**config.mk**
```make
export PLATFORM = sky130hd
export DESIGN_NAME = mult_share_ctrl
export DESIGN_NICKNAME = d
export VERILOG_FILES = /design/src/rtl/mult_share_ctrl.sv
export SDC_FILE = /design/constraint.sdc
export NUM_CORES = 1
export LEC_CHECK = 0
export ABC_AREA = 1
export CORE_UTILIZATION = 40
export CTS_CLUSTER_SIZE = 12
export DETAILED_ROUTE_END_ITERATION = 16
export PLACE_DENSITY = 0.7
export SYNTH_ARGS = -nofsm -noshare
export SYNTH_HDL_FRONTEND = slang
export SYNTH_SLANG_ARGS = --single-unit
```
**constraint.sdc**
```tcl
create_clock -name clk -period 2.5 [get_ports clk]
set_input_delay 0.375 -clock clk [delete_from_list [all_inputs] [get_ports clk]]
set_output_delay 0.375 -clock clk [all_outputs]
set_load 0.005 [all_outputs]
```
**src/rtl/mult_share_ctrl.sv**
```systemverilog
// mult_share_ctrl: round-robin front end for a shared iterative 16x16 signed
// shift-add multiplier. One operand pair in flight at a time; the product is
// returned with the id of the requester that issued it.
module mult_share_ctrl #(
  parameter int WIDTH = 16
) (
  input  logic                 clk,
  input  logic                 rst,
  input  logic                 req0_valid,
  output logic                 req0_ready,
  input  logic [WIDTH-1:0]     req0_a,
  input  logic [WIDTH-1:0]     req0_b,
  input  logic                 req1_valid,
  output logic                 req1_ready,
  input  logic [WIDTH-1:0]     req1_a,
  input  logic [WIDTH-1:0]     req1_b,
  output logic                 res_valid,
  input  logic                 res_ready,
  output logic [2*WIDTH-1:0]   res_p,
  output logic                 res_id,
  output logic                 busy
);

  localparam int CW = (WIDTH > 1) ? $clog2(WIDTH) : 1;
  localparam logic [CW-1:0] LAST_ITER = CW'(WIDTH - 1);

  typedef enum logic [1:0] {IDLE, RUN, DONE} state_t;

  state_t               r_state;
  state_t               w_state_nxt;
  logic [WIDTH-1:0]     r_a;
  logic [2*WIDTH-1:0]   r_p;
  logic [CW-1:0]        r_i;
  logic                 r_id;
  logic                 r_last;

  logic                 w_grant;
  logic                 w_acc0;
  logic                 w_acc1;
  logic                 w_accept;
  logic                 w_last_iter;
  logic [WIDTH-1:0]     w_h;
  logic [WIDTH-1:0]     w_l;
  logic [WIDTH:0]       w_sum;
  logic [2*WIDTH-1:0]   w_p_nxt;

  assign w_acc0      = req0_valid && req0_ready;
  assign w_acc1      = req1_valid && req1_ready;
  assign w_accept    = w_acc0 || w_acc1;
  assign w_last_iter = (r_i == LAST_ITER);

  // Round-robin grant: lone requester wins, ties go to the one not served last
  always_comb begin
    if (req0_valid && !req1_valid)      w_grant = 1'b0;
    else if (req1_valid && !req0_valid) w_grant = 1'b1;
    else                                w_grant = ~r_last;
  end

  // State register
  always_ff @(posedge clk) begin
    if (rst) r_state <= IDLE;
    else     r_state <= w_state_nxt;
  end

  // Next-state logic; the iteration counter alone ends RUN
  always_comb begin
    w_state_nxt = r_state;
    case (r_state)
      IDLE:    if (w_accept)    w_state_nxt = RUN;
      RUN:     if (w_last_iter) w_state_nxt = DONE;
      DONE:    if (res_ready)   w_state_nxt = IDLE;
      default:                  w_state_nxt = IDLE;
    endcase
  end

  // Handshake and result outputs decoded from state
  always_comb begin
    req0_ready = (r_state == IDLE) && !rst && !w_grant;
    req1_ready = (r_state == IDLE) && !rst &&  w_grant;
    busy       = (r_state != IDLE);
    res_valid  = (r_state == DONE);
    res_p      = (r_state == DONE) ? r_p  : '0;
    res_id     = (r_state == DONE) ? r_id : 1'b0;
  end

  // One shift-add step; W+1-bit sum keeps the carry of the final subtract
  always_comb begin
    w_h = r_p[2*WIDTH-1:WIDTH];
    w_l = r_p[WIDTH-1:0];
    if (w_l[0]) begin
      if (w_last_iter) w_sum = {w_h[WIDTH-1], w_h} - {r_a[WIDTH-1], r_a};
      else             w_sum = {w_h[WIDTH-1], w_h} + {r_a[WIDTH-1], r_a};
    end else begin
      w_sum = {w_h[WIDTH-1], w_h};
    end
    w_p_nxt = {w_sum, w_l[WIDTH-1:1]};
  end

  // Operand capture on accept, iteration in RUN
  always_ff @(posedge clk) begin
    if (rst) begin
      r_a    <= '0;
      r_p    <= '0;
      r_i    <= '0;
      r_id   <= 1'b0;
      r_last <= 1'b1;
    end else begin
      case (r_state)
        IDLE: begin
          if (w_accept) begin
            r_a    <= w_acc1 ? req1_a : req0_a;
            r_p    <= {{WIDTH{1'b0}}, (w_acc1 ? req1_b : req0_b)};
            r_id   <= w_acc1;
            r_last <= w_acc1;
            r_i    <= '0;
          end
        end
        RUN: begin
          r_p <= w_p_nxt;
          r_i <= r_i + CW'(1);
        end
        default: ;
      endcase
    end
  end

endmodule

```
After elaboration in Yosys (flattened, before gate mapping)
Cells that the tools add are included.
- add/subtract/negate cells: 3
- multiply operators: 0
- divide/modulo/power cells: 0
- $lt $le $gt $ge: 0
- eq/ne operators: 7
- shifts and indexed selects: 0
- muxes and demuxes: 16
- bitwise gates (word level): 1
- reduce and logical (&&, ||, !) cells: 19
- operators by type and width (operator ; number):
    $mux W32 ; 2
    $pmux W32 S2 ; 1
    $mux W17 ; 2
    $mux W16 ; 2
    $add A16 B16 Y17 ; 1
    $sub A16 B16 Y17 ; 1
    $pmux W4 S2 ; 1
    $logic_and A1 B1 Y1 ; 7
    $mux W2 ; 3
    $ne A2 B2 Y1 const B ; 3
    $pmux W2 S3 ; 1
    $reduce_and A3 Y1 ; 2
    $add A4 B1 Y4 const B ; 1
    $eq A4 B4 Y1 const B ; 1
    $logic_not A1 Y1 ; 4
    $mux W4 ; 1
    $reduce_and A2 Y1 ; 2
    $reduce_bool A2 Y1 ; 2
    $mux W1 ; 3
    $eq A2 B1 Y1 const B ; 1
    $eq A2 B2 Y1 const B ; 1
    $logic_not A2 Y1 ; 1
    $ne A2 B1 Y1 const B ; 1
    $logic_or A1 B1 Y1 ; 1
    $not A1 Y1 ; 1
- register bits: 56
- latch bits: 0
- RAM bits: 0
- ROM bits: 0
- input bits: 69
- output and inout bits: 37
- logic and storage cells: 53
- memories kept: 0

Longest topological paths before layout
Gate-level depths: netlist of run 1.
- depth after elaboration: 10
- depth in mapped cells: 20

Worst setup path before layout of run 1
OpenSTA, ideal clock, no wires.
- kind: register -> register
- from: reg r_i[0]
- to: reg r_p[30]
- library setup time: 132 ps
- arrival time: 2262 ps
- path slack: 105 ps
- cell stages (with the launch flop): 18
- period minus slack after synthesis: 2395 ps
- cells stage by stage: dfxtp_1 ha_1 nand3_1 inv_1 or2_2 xor2_1 inv_1 ha_1 nand2_1 inv_1 a21oi_1 nand2_1 nand2_1 nand2_1 nand2_1 nand3_1 nand2_1 a21oi_1
- cells in the longest elaborated chain, start to end: 4
- RTL lines (what ; RTL line ; source):
    start: declaration ; 33 ; logic [CW-1:0] r_i;
    start signal: assignment ; 120 ; r_i <= r_i + CW'(1);
    $eq A4 B4 Y1 ; 50 ; assign w_last_iter = (r_i == LAST_ITER);
    $mux W17 ; 91 ; if (w_last_iter) w_sum = {w_h[WIDTH-1], w_h} - {r_a[WIDTH-1], r_a};
    $mux W17 ; 90 ; if (w_l[0]) begin
    $pmux W32 S2 ; 108 ; case (r_state)
    end signal: assignment ; 112 ; r_p <= {{WIDTH{1'b0}}, (w_acc1 ? req1_b : req0_b)};
    end signal: assignment ; 119 ; r_p <= w_p_nxt;
    end: declaration ; 32 ; logic [2*WIDTH-1:0] r_p;
No other way between the ends. The select of a mux whose other input is x is not followed.
A chain may end at the register's enable or synchronous reset.

Final worst setup path of run 1
- from: reg r_a[0]
- to: reg r_p[31]
- cells in the longest elaborated chain, start to end: 4
- RTL lines (what ; RTL line ; source):
    start: declaration ; 31 ; logic [WIDTH-1:0] r_a;
    start signal: assignment ; 111 ; r_a <= w_acc1 ? req1_a : req0_a;
    $add A16 B16 Y17 / $sub A16 B16 Y17 (equally long branches) ; 92, 91 ;
    $mux W17 (*) ; 91 ;
    $mux W17 (*) ; 90 ;
    $pmux W32 S2 (*) ; 108 ;
Every way passes the cells marked *; elsewhere a longest branch is shown, timed or not. The select of a mux whose other input is x is not followed.

==> results of run 1 <==
power groups by stage:
stage	Combinational, W	Clock [W]	Sequential [W]
2_1_floorplan	0.000582	0	0.00101
3_3_place_gp	0.000913	0	0.00102
3_5_place_dp	0.000928	0	0.00103
4_1_cts	0.00100	0.000551	0.00101
5_1_grt	0.00127	0.000584	0.00103
6_report	0.00115	0.000535	0.00102
worst max-delay path by stage:
stage / slack, ps / depth (start not counted) / to / from
after global routing: -150 / 19 / r_p[31] / r_a[0]
final: -40 / 19 / r_p[31] / r_a[0]
after CTS: -50 / 20 / r_p[31] / r_a[0]
after floorplan: 110 / 17 / r_p[30] / r_i[0]
after global placement: -180 / 16 / r_p[31] / r_i[0]
after detailed placement: -220 / 16 / r_p[31] / r_i[0]
sequential cells by signal, indices dropped and copies added, names as in the netlist:
register / count
r_a: 16
r_i: 4
r_id: 1
r_last: 1
r_p: 32
r_state: 2
per-layer routing:
| layer | wire length [um] | part of all wire | GRT usage |
|---|---|---|---|
| met5 | 0 | 0 | 0 |
| met4 | 206 | 0.015 | 0.0595 |
| met3 | 503 | 0.037 | 0.0223 |
| met2 | 6710 | 0.49 | 0.414 |
| met1 | 6300 | 0.46 | 0.320 |
tightest hold or removal path: cells and delay by family (launching register included):
| kind | cells | cell delay [ps] |
|---|---|---|
| AO/OA/AOI/OAI | 1 | 70 |
| buffers and inverters | 1 | 60 |
| flip-flops | 1 | 320 |
layout make-up:
cell class / count / area [um^2] / share of cell area
clock buffer: 6 / 72.6 / 0.0116
sequential: 56 / 1130 / 0.180
clock inverter: 2 / 17.5 / 0.00279
inverter: 137 / 522 / 0.0831
tap: 136 / 170 / 0.0271
multi-input combinational: 516 / 2980 / 0.475
timing repair buffer: 148 / 1390 / 0.221
placed cells by master, fill, tap and decap left out, types with 3 or more instances in the layout:
| cell type | Yosys | final |
|---|---|---|
| sky130_fd_sc_hd__nand2_2 | 2 | 23 |
| sky130_fd_sc_hd__clkdlybuf4s50_1 | 0 | 104 |
| sky130_fd_sc_hd__dfxtp_1 | 56 | 51 |
| sky130_fd_sc_hd__inv_1 | 131 | 122 |
| sky130_fd_sc_hd__buf_4 | 3 | 40 |
| sky130_fd_sc_hd__xor2_1 | 13 | 11 |
| sky130_fd_sc_hd__o32ai_1 | 10 | 10 |
| sky130_fd_sc_hd__nor2_4 | 2 | 3 |
| sky130_fd_sc_hd__o21ai_0 | 50 | 44 |
| sky130_fd_sc_hd__dfxtp_2 | 0 | 5 |
| sky130_fd_sc_hd__nand3_2 | 0 | 6 |
| sky130_fd_sc_hd__clkbuf_8 | 0 | 5 |
| sky130_fd_sc_hd__a21oi_2 | 0 | 8 |
| sky130_fd_sc_hd__nand3_4 | 0 | 3 |
| sky130_fd_sc_hd__o21ai_2 | 0 | 3 |
| sky130_fd_sc_hd__inv_4 | 0 | 3 |
| sky130_fd_sc_hd__a31oi_1 | 17 | 17 |
| sky130_fd_sc_hd__nand3_1 | 39 | 30 |
| sky130_fd_sc_hd__a21oi_1 | 49 | 41 |
| sky130_fd_sc_hd__inv_2 | 4 | 11 |
| sky130_fd_sc_hd__nor2_2 | 0 | 5 |
| sky130_fd_sc_hd__nand2_1 | 191 | 164 |
| sky130_fd_sc_hd__ha_1 | 18 | 4 |
| sky130_fd_sc_hd__o211ai_1 | 4 | 4 |
| sky130_fd_sc_hd__nor2_1 | 105 | 99 |
| sky130_fd_sc_hd__nand2_4 | 1 | 7 |
| sky130_fd_sc_hd__ha_4 | 0 | 13 |
| sky130_fd_sc_hd__o21ai_1 | 0 | 3 |
cells by family after synthesis:
family / share of synthesized area
AND/OR/NAND/NOR: 0.329
buffers and inverters: 0.151
AO/OA/AOI/OAI: 0.174
flip-flops: 0.260
adder cells (fa/ha/maj): 0.0570
XOR/XNOR: 0.0285
metrics by stage:
stage	cell area, um^2	util	instances	power, W	hold slack [ps]
6_report	6280	0.605	1001	0.00271	488
5_1_grt	6280	0.605	1001	0.00288	507
4_1_cts	5970	0.575	998	0.00256	486
3_5_place_dp	5670	0.547	986	0.00195	463
3_3_place_gp	5670	0.547	986	0.00194	451
2_1_floorplan	4300	-	738	0.00160	437
what timing repair did:
item                                    CTS  global route
pin swaps                                24            30
endpoints found under the setup margin   11            25
buffers inserted                          4             3
gates resized for setup                  48            65
==> out/summary.json, run 1 <==
{
  "coreArea_um2": 10400,
  "critical_path.reg2reg.startpoint": "r_a[0]",
  "htree_levels": 2,
  "clock_skew_ps": 11.3,
  "slew-limit-headroom": 0.606,
  "remaining_drc_errors": 0,
  "cellPowerDensity_nw_per_um2": 431,
  "sequentialPowerShare": 0.376,
  "cts.sinks": 56,
  "grt_max_degree": 54,
  "die_y_um": 106,
  "crit_path_max_incr_delay_ps": 350,
  "grt_pass1_vias": 4611,
  "critPathBufInv": 4,
  "synth_area_leaders": "sky130_fd_sc_hd__dfxtp_1 26%, sky130_fd_sc_hd__nand2_1 17%, sky130_fd_sc_hd__inv_1 11%",
  "cp-start-kind": "flop",
  "std_cell_rows": 37,
  "worstSetupPathType": "reg2reg",
  "r2r_cells": 19,
  "net_count_reported_at_finish": 952,
  "drv.max_cap_violation_count": 0,
  "power.share.switching": 0.378,
  "ff2ff_setup_slack_ps": -40,
  "worstReg2RegEnd": "r_p[31]",
  "cp_data_arrival_time_ps": 2800,
  "synth_enable_flop_cells": 0,
  "port_buffers": 105,
  "synth_seq_cells": 56,
  "synth.cells.most_frequent": "191 x sky130_fd_sc_hd__nand2_1, 131 x sky130_fd_sc_hd__inv_1, 105 x sky130_fd_sc_hd__nor2_1, 56 x sky130_fd_sc_hd__dfxtp_1, 50 x sky130_fd_sc_hd__o21ai_0",
  "global_route.usage.total": 0.240,
  "firstDrtPassIters": 5,
  "min_period_ps": 2540,
  "total_half_perimeter_wirelength_after_legalization_and_detailed_placement_mm": 10.0,
  "timing.setup.tns_ps": -43.2,
  "max_clock_freq_ghz": 0.393,
  "dr_total_vias": 4944,
  "initial_antenna_violation_count": 0,
  "drt_first_iter_violations": 278,
  "hold_path_depth": 2,
  "failed_checks": "negative setup slack",
  "outcome": "finished with violations",
  "worstMarginPinSlew_ps": 591,
  "final.setup.worst_slack_ps": -43.2,
  "leakage_power_figure_nw": 2.72,
  "worstSetupEndpointType": "flop",
  "ios": 106,
  "critical_path_required_ps": 2760,
  "net_sw_power_w": 0.00102,
  "yosysUniqueCellTypes": 33,
  "yosys_most_used_dff": "sky130_fd_sc_hd__dfxtp_1",
  "period_share": 1.02,
  "n_antenna_cell": 0,
  "overflow": 0,
  "maxSlewViolCount": 0,
  "hold_violations": 0,
  "setup_violations": 1,
  "detail_route.vias_per_cell": 4.94,
  "async_s_r_ff_share_synth": 0,
  "drive_gt1_frac": 0.176,
  "netlist.area_leader.share": 0.260,
  "synth_top_cell_by_area": "sky130_fd_sc_hd__dfxtp_1",
  "synth-seq-area-share": 0.260,
  "finalWeightedCongestion": 0.940,
  "detail-route-antenna-nets": 0,
  "comb_power_share": 0.426,
  "yosys.cell_count.top_type": "sky130_fd_sc_hd__nand2_1",
  "whs_endpoint": "r_id",
  "first_pass_grt_wire_length_mm": 21.8,
  "cts-root-to-sink-buffers": 2,
  "dieWidth_um": 106,
  "synth.avg_cell_area_um2": 5.83,
  "crit_path_top_delay_cell": "sky130_fd_sc_hd__dfxtp_2",
  "synthesis_warning_total": 0,
  "grt_setup_unrepaired": "yes",
  "dp_slack_ps": -216,
  "cellInternalPower_w": 0.00168,
  "tritoncts": "built",
  "mappedNetlistNets": 826,
  "clock_network_latency_to_the_later_pin_of_the_worst_skew_pair_ps": 310,
  "die_area_um2": 11200,
  "cts-hold-fix-buffers": 0,
  "worstPathMaxFanout": 4,
  "timing.hold.worst.start": "r_id",
  "critPathTopFamily": "simple AND/OR/NAND/NOR gates",
  "max-vdd-ir-drop_v": 0.000249,
  "routed_wire_length_per_instance_um": 13.7,
  "cts_made_buffers": 5,
  "cts_root_buffer": "sky130_fd_sc_hd__clkbuf_8",
  "floorplan.initialDensity": 0.415,
  "areaGrowthSynthToFinish_pct": 45.8,
  "crit_chain": "inv_4, ha_4, nand2_4, nor2_1, nand3_1, o21ai_1, buf_4, xor2_1, inv_1, ha_4, nand2_4, nor2_4, and2_4, nand2_1, nand3_2, nand3_2, nand3_1, nand2_1, inv_1",
  "power.clock.fraction": 0.198,
  "hold_path_class": "reg2reg",
  "synth_area_um2": 4300,
  "detail_route.wirelength_mm": 13.7,
  "clk_pin_slew_worst_paths_ps": 110,
  "synth_instances": 738,
  "n_fill_cell": 1007
}
No activity file was read; power rests on OpenSTA's default activity.
==> inputs of run 2 (changes only) <==
--- a/config.mk
+++ b/config.mk
@@ -9,6 +9,7 @@
 export CORE_UTILIZATION = 40
 export CTS_CLUSTER_SIZE = 12
 export DETAILED_ROUTE_END_ITERATION = 16
+export HOLD_SLACK_MARGIN = 0.03
 export PLACE_DENSITY = 0.7
 export SYNTH_ARGS = -nofsm -noshare
 export SYNTH_HDL_FRONTEND = slang
==> results of run 2 <==
The final DEF is identical to that of run 1; final timing and power are the same.
